### src/rtl/accu_seq_pkg.sv
// Shared definitions for the nibble-processor micro-sequencer: opcodes, ALU
// select codes, FSM state encoding and the decoded-control bundle.
package accu_seq_pkg;

    localparam logic [3:0] OP_NOP   = 4'h0;
    localparam logic [3:0] OP_LIT   = 4'h1;
    localparam logic [3:0] OP_ADDI  = 4'h2;
    localparam logic [3:0] OP_CMPI  = 4'h3;
    localparam logic [3:0] OP_NANDI = 4'h4;
    localparam logic [3:0] OP_OUT   = 4'h5;
    localparam logic [3:0] OP_JMP   = 4'h6;
    localparam logic [3:0] OP_JC    = 4'h7;
    localparam logic [3:0] OP_JZ    = 4'h8;
    localparam logic [3:0] OP_JNZ   = 4'h9;
    localparam logic [3:0] OP_HALT  = 4'hA;

    localparam logic [2:0] SEL_PASS_A = 3'b000;
    localparam logic [2:0] SEL_PASS_B = 3'b010;
    localparam logic [2:0] SEL_NAND   = 3'b100;
    localparam logic [2:0] SEL_CMP    = 3'b001;
    localparam logic [2:0] SEL_ADD    = 3'b011;

    typedef enum logic [2:0] {
        ST_IDLE   = 3'd0,
        ST_FETCH  = 3'd1,
        ST_DECODE = 3'd2,
        ST_FETCH2 = 3'd3,
        ST_TARGET = 3'd4,
        ST_EXEC   = 3'd5,
        ST_HALTED = 3'd6
    } state_e;

    typedef struct packed {
        logic [2:0] alu_sel;
        logic       en_oprnd;
        logic       en_accu;
        logic       en_out;
        logic       sets_flags;
        logic       is_jump;
        logic       is_halt;
        logic       is_illegal;
    } dec_t;

    // Conditional-jump resolution against the registered flags.
    function automatic logic jump_taken(input logic [3:0] op, input logic c, input logic z);
        logic t;
        case (op)
            OP_JMP:  t = 1'b1;
            OP_JC:   t = c;
            OP_JZ:   t = z;
            OP_JNZ:  t = ~z;
            default: t = 1'b0;
        endcase
        return t;
    endfunction

endpackage

### src/rtl/accu_seq_decode.sv
// Combinational opcode decoder: maps an opcode nibble to ALU select, datapath
// strobes and control-flow class.
module accu_seq_decode
    import accu_seq_pkg::*;
(
    input  logic [3:0] opcode_i,
    output dec_t       dec_o
);

    always_comb begin
        dec_o = '0;
        case (opcode_i)
            OP_NOP: dec_o = '0;
            OP_LIT: begin
                dec_o.alu_sel    = SEL_PASS_B;
                dec_o.en_oprnd   = 1'b1;
                dec_o.en_accu    = 1'b1;
                dec_o.sets_flags = 1'b1;
            end
            OP_ADDI: begin
                dec_o.alu_sel    = SEL_ADD;
                dec_o.en_oprnd   = 1'b1;
                dec_o.en_accu    = 1'b1;
                dec_o.sets_flags = 1'b1;
            end
            // Compare only updates flags; the accumulator keeps its value.
            OP_CMPI: begin
                dec_o.alu_sel    = SEL_CMP;
                dec_o.en_oprnd   = 1'b1;
                dec_o.sets_flags = 1'b1;
            end
            OP_NANDI: begin
                dec_o.alu_sel    = SEL_NAND;
                dec_o.en_oprnd   = 1'b1;
                dec_o.en_accu    = 1'b1;
                dec_o.sets_flags = 1'b1;
            end
            OP_OUT: begin
                dec_o.alu_sel = SEL_PASS_A;
                dec_o.en_out  = 1'b1;
            end
            OP_JMP, OP_JC, OP_JZ, OP_JNZ: dec_o.is_jump = 1'b1;
            OP_HALT: dec_o.is_halt = 1'b1;
            default: dec_o.is_illegal = 1'b1;
        endcase
    end

endmodule

### src/rtl/accu_seq_ctrl.sv
// Top-level micro-sequencer: fetch/decode/execute FSM, pc, ir and flags.
// Optional macro ACCU_SEQ_ILLEGAL_TRAP_EN adds the illegal output and traps opcodes B-F.
module accu_seq_ctrl
    import accu_seq_pkg::*;
#(
    parameter int PC_W = 8
)
(
    input  logic            clk,
    input  logic            reset,
    input  logic            run,
    output logic [PC_W-1:0] prog_addr,
    input  logic [7:0]      prog_data,
    output logic [3:0]      oprnd,
    output logic            en_oprnd,
    output logic            en_accu,
    output logic            en_out,
    output logic [2:0]      alu_sel,
    input  logic            alu_carry,
    input  logic            alu_zero,
    input  logic            out_ready,
    output logic            carry_flag,
    output logic            zero_flag,
`ifdef ACCU_SEQ_ILLEGAL_TRAP_EN
    output logic            illegal,
`endif
    output logic            halted
);

    state_e          state_q, state_d;
    logic [PC_W-1:0] pc_q, pc_d;
    logic [7:0]      ir_q, ir_d;
    logic            carry_q, carry_d;
    logic            zero_q, zero_d;
`ifdef ACCU_SEQ_ILLEGAL_TRAP_EN
    logic            illegal_q, illegal_d;
`endif

    logic [3:0] dec_op;
    dec_t       dec;

    // In DECODE the fresh ROM byte is classified; elsewhere the latched ir drives control.
    assign dec_op = (state_q == ST_DECODE) ? prog_data[7:4] : ir_q[7:4];

    accu_seq_decode u_decode (
        .opcode_i (dec_op),
        .dec_o    (dec)
    );

    always_ff @(posedge clk) begin
        if (reset) begin
            state_q   <= ST_IDLE;
            pc_q      <= '0;
            ir_q      <= 8'h00;
            carry_q   <= 1'b0;
            zero_q    <= 1'b0;
`ifdef ACCU_SEQ_ILLEGAL_TRAP_EN
            illegal_q <= 1'b0;
`endif
        end else begin
            state_q   <= state_d;
            pc_q      <= pc_d;
            ir_q      <= ir_d;
            carry_q   <= carry_d;
            zero_q    <= zero_d;
`ifdef ACCU_SEQ_ILLEGAL_TRAP_EN
            illegal_q <= illegal_d;
`endif
        end
    end

    always_comb begin
        state_d   = state_q;
        pc_d      = pc_q;
        ir_d      = ir_q;
        carry_d   = carry_q;
        zero_d    = zero_q;
`ifdef ACCU_SEQ_ILLEGAL_TRAP_EN
        illegal_d = illegal_q;
`endif
        case (state_q)
            ST_IDLE: begin
                if (run) state_d = ST_FETCH;
                else     state_d = ST_IDLE;
            end
            ST_FETCH: begin
                if (run) state_d = ST_DECODE;
                else     state_d = ST_IDLE;
            end
            ST_DECODE: begin
                ir_d = prog_data;
                pc_d = pc_q + PC_W'(1);
                if (dec.is_jump)      state_d = ST_FETCH2;
                else if (dec.is_halt) state_d = ST_HALTED;
`ifdef ACCU_SEQ_ILLEGAL_TRAP_EN
                else if (dec.is_illegal) begin
                    illegal_d = 1'b1;
                    state_d   = ST_HALTED;
                end
`else
                else if (dec.is_illegal) state_d = ST_EXEC;
`endif
                else                  state_d = ST_EXEC;
            end
            ST_FETCH2: state_d = ST_TARGET;
            // prog_data now holds the target byte fetched from the incremented pc.
            ST_TARGET: begin
                if (jump_taken(ir_q[7:4], carry_q, zero_q)) pc_d = prog_data[PC_W-1:0];
                else                                        pc_d = pc_q + PC_W'(1);
                state_d = ST_FETCH;
            end
            ST_EXEC: begin
                if (dec.sets_flags) begin
                    carry_d = alu_carry;
                    zero_d  = alu_zero;
                end else begin
                    carry_d = carry_q;
                    zero_d  = zero_q;
                end
                if (dec.en_out && !out_ready) state_d = ST_EXEC;
                else                          state_d = ST_FETCH;
            end
            ST_HALTED: state_d = ST_HALTED;
            default:   state_d = ST_IDLE;
        endcase
    end

    always_comb begin
        alu_sel  = SEL_PASS_A;
        en_oprnd = 1'b0;
        en_accu  = 1'b0;
        en_out   = 1'b0;
        oprnd    = 4'h0;
        if (state_q == ST_EXEC) begin
            alu_sel  = dec.alu_sel;
            en_oprnd = dec.en_oprnd;
            en_accu  = dec.en_accu;
            en_out   = dec.en_out;
            oprnd    = ir_q[3:0];
        end else begin
            alu_sel  = SEL_PASS_A;
            en_oprnd = 1'b0;
            en_accu  = 1'b0;
            en_out   = 1'b0;
            oprnd    = 4'h0;
        end
    end

    assign prog_addr  = pc_q;
    assign carry_flag = carry_q;
    assign zero_flag  = zero_q;
    assign halted     = (state_q == ST_HALTED);
`ifdef ACCU_SEQ_ILLEGAL_TRAP_EN
    assign illegal    = illegal_q;
`endif

endmodule

### config.mk
export PLATFORM = sky130hd
export DESIGN_NAME = accu_seq_ctrl
export DESIGN_NICKNAME = d
export VERILOG_FILES = /design/src/rtl/accu_seq_pkg.sv /design/src/rtl/accu_seq_decode.sv /design/src/rtl/accu_seq_ctrl.sv
export SDC_FILE = /design/constraint.sdc
export NUM_CORES = 1
export LEC_CHECK = 0
export ABC_AREA = 1
export CAP_MARGIN = 25
export CORE_MARGIN = 2
export CORE_UTILIZATION = 52
export DETAILED_ROUTE_END_ITERATION = 16
export PLACE_DENSITY = 0.85
export SYNTH_ARGS = -nofsm -noshare
export SYNTH_HDL_FRONTEND = slang
export SYNTH_SLANG_ARGS = --single-unit
### constraint.sdc
create_clock -name clk -period 2.7 [get_ports clk]
set_input_delay 0.27 -clock clk [delete_from_list [all_inputs] [get_ports clk]]
set_output_delay 0.27 -clock clk [all_outputs]
set_load 0.1 [all_outputs]
==> metrics.csv <==
metric,value,unit
status,"finished, final reports clean",
first-pass GRT wire length,4954,µm
Post-Synth XOR/XNOR Area,0.03966,
GR Util met1,0.3012,
io pins,35,
Tot GR Track Use,0.2248,
synth top area cells,"dfxtp_1 32%, nand2_1 12%, inv_1 9.1%, nand3_1 8.3%, nor2_1 5.9%",
post-synthesis mux area share,0,
Slew @ Worst Pin,0.4816,ns
Worst EP required,2.43,ns
routing usage on met3,0.02459,
hold buffer count at cts,0,
TritonCTS clock tree,done,
Ant. Diodes,0,
period utilisation layout,0.8739,
Post-Synth Simple-Gate Area,0.3796,
"delay-heaviest family, CP",simple AND/OR/NAND/NOR gates,
Min Hold Slack,0.4671,ns
post-synth top area share,0.3173,
largest family of logic cells by synthesized area,simple AND/OR/NAND/NOR gates,
vias per cell,5.274,
met2 usage,0.3675,
most frequent cells in the layout,"41 x nand2_1, 32 x inv_1, 22 x nand3_1",
Rel. slew slack,0.6782,
final slew viol count,0,
CP bufs+invs,3,
Final Setup Violations,0,
worst setup path class,reg -> out,
Port Buf Inserts,34,
HP Class,reg -> reg,
Worst-path clk slew,0.12,ns
crit-path max FO,16,
area of the core,0.002455,mm²
"Clk Latency, worst-skew pair",0.30,ns
CTS Sinks,21,
DR DRC count,0,
H-tree levels,1,
GR peak layer,met2,
initial antenna violation count,0,
Yosys top cell by area,dfxtp_1,
Starting Density,0.5398,
Post-DRT Antenna Nets,0,
Initial DRC Count,41,
RD Place Congestion,0.8316,
PostCTS Resize Cnt,0,
# nets final,256,
Die H,54.48,µm
Area Overhead vs Synth,30.88,%
Critical Path AT,2.09,ns
Die X,54.48,µm
Leak Pwr,0.8244,nW
register bit count reported by yosys,21,
GRT overflow,0,
Root Buffer,clkbuf_4,
Crit-path slowest cell,dfxtp_1,
DR pass1 iterations,6,
RSZ-0062 raised after global routing,false,
Clock Skew,0.002324,ns
layout cell share with drive strength beyond 1,0.1625,
DR vias,1424,
"most used cell, CP",nor2_1,
Syn Inst Count,207,
Fmax,423.8,MHz
Synth Net Count,222,
maxcap violations,0,
crit-path max cell delay,0.45,ns
vias in the first global route,1175,
Row Count,18,
endpoints failing hold,0,
pin count of the biggest net entering global routing,17,
"most common cell after layout, fill and taps aside",nand2_1,
post-synthesis cell area,0.001325,mm²
Netlist cell types,23,
min Tclk post-route,2.359,ns
Longest Clk Path Bufs,2,
total negative setup slack,0,ns
Crit. End Element,output pin,
crit-path cells,inv_2 > nand3_4 > nand2_1 > nand2_2 > inv_1 > nor2_1 > o21ai_0 > nor2_1 > buf_12,
TritonCTS Buffers,3,
Worst Setup Start Kind,flip-flop,
power density over cell area,374.8,mW/mm²
syn_area_per_cell,6.401,µm²
wire per inst,11.21,µm
Post-Route WL,3027,µm
sequential-to-total area share from yosys stat,0.3173,
post-DP HPWL,2256,µm
VDD IR max,0.2690,mV
Die ar.,0.002968,mm²
Adder-Cell Fraction of Synth Area,0.009443,
post-synthesis compound-gate area fraction,0.1256,
yosys warns,0,
postcts setup bufs,0,
[sequential cells by signal, indices dropped and copies added (netlist names)]
| signal | cells |
|---|---|
| state_q | 3 |
| ir_q | 8 |
| carry_flag | 1 |
| zero_flag | 1 |
| prog_addr | 8 |
[routing by layer]
metal,wire length [µm],up-vias
met5,0,-
met4,44,0
met3,153,4
met2,1434,45
met1,1395,638
li1,-,737
[final timing paths]
kind                        to  cells past startpoint  slack (ns)        from
setup / recovery    alu_sel[1]                      9        0.34  state_q[0]
hold / removal         ir_q[0]                      2        0.47     ir_q[0]
setup reg to reg  prog_addr[0]                      7        1.00  state_q[1]
hold reg to reg        ir_q[0]                      2        0.47     ir_q[0]
[metrics by stage]
stage,total power (W),utilization,std cells,worst slack (ns),instance area (µm²)
final,0.0006499,0.7064,270,0.3406,1734
after global routing,0.0006835,0.7064,270,0.1243,1734
after CTS,0.0006530,0.7064,270,0.3303,1734
after detailed placement,0.0005001,0.6957,266,0.6678,1708
after global placement,0.0004984,0.6957,266,0.6758,1708
after floorplan,0.0004588,-,207,-0.1443,1346
[cell families after synthesis]
family / count (synthesis)
compound gates: 32
xor+xnor: 6
fa+ha+maj: 1
buf+inv: 40
flops: 21
simple gates: 107
[final cells by class]
class / count / area [µm²]
clock buffer: 4 / 26.28
sequential: 21 / 420.4
timing repair buffer: 34 / 362.8
tap: 30 / 37.54
multi-input combinational: 146 / 755.7
inverter: 35 / 131.4
fill: 204 / 720.7
[synth_stat cells]
cell,instances
nand2_1,41
nor3_1,3
o31ai_1,1
o21ai_0,15
buf_6,1
nor2_1,21
ha_1,1
dfxtp_1,21
buf_4,3
a21oi_1,15
nand4_1,7
nor4_1,2
xnor2_1,4
inv_2,3
nand2_2,5
buf_2,1
nand3_1,22
o21ai_2,1
nand3b_1,4
inv_1,32
nand3_4,1
nand3_2,1
xor2_1,2
[where the power goes]
part,internal [W],switching (W)
Clock,0.0000576,0.0000976
Combinational,0.0000506,0.000107
Sequential,0.000323,0.0000146
[tightest hold or removal path: stages (launching register included)]
cell and delay, ns:
dfxtp_1 0.32, inv_1 0.06, a21oi_1 0.06
Note: power is estimated with default switching activity, not from simulation.
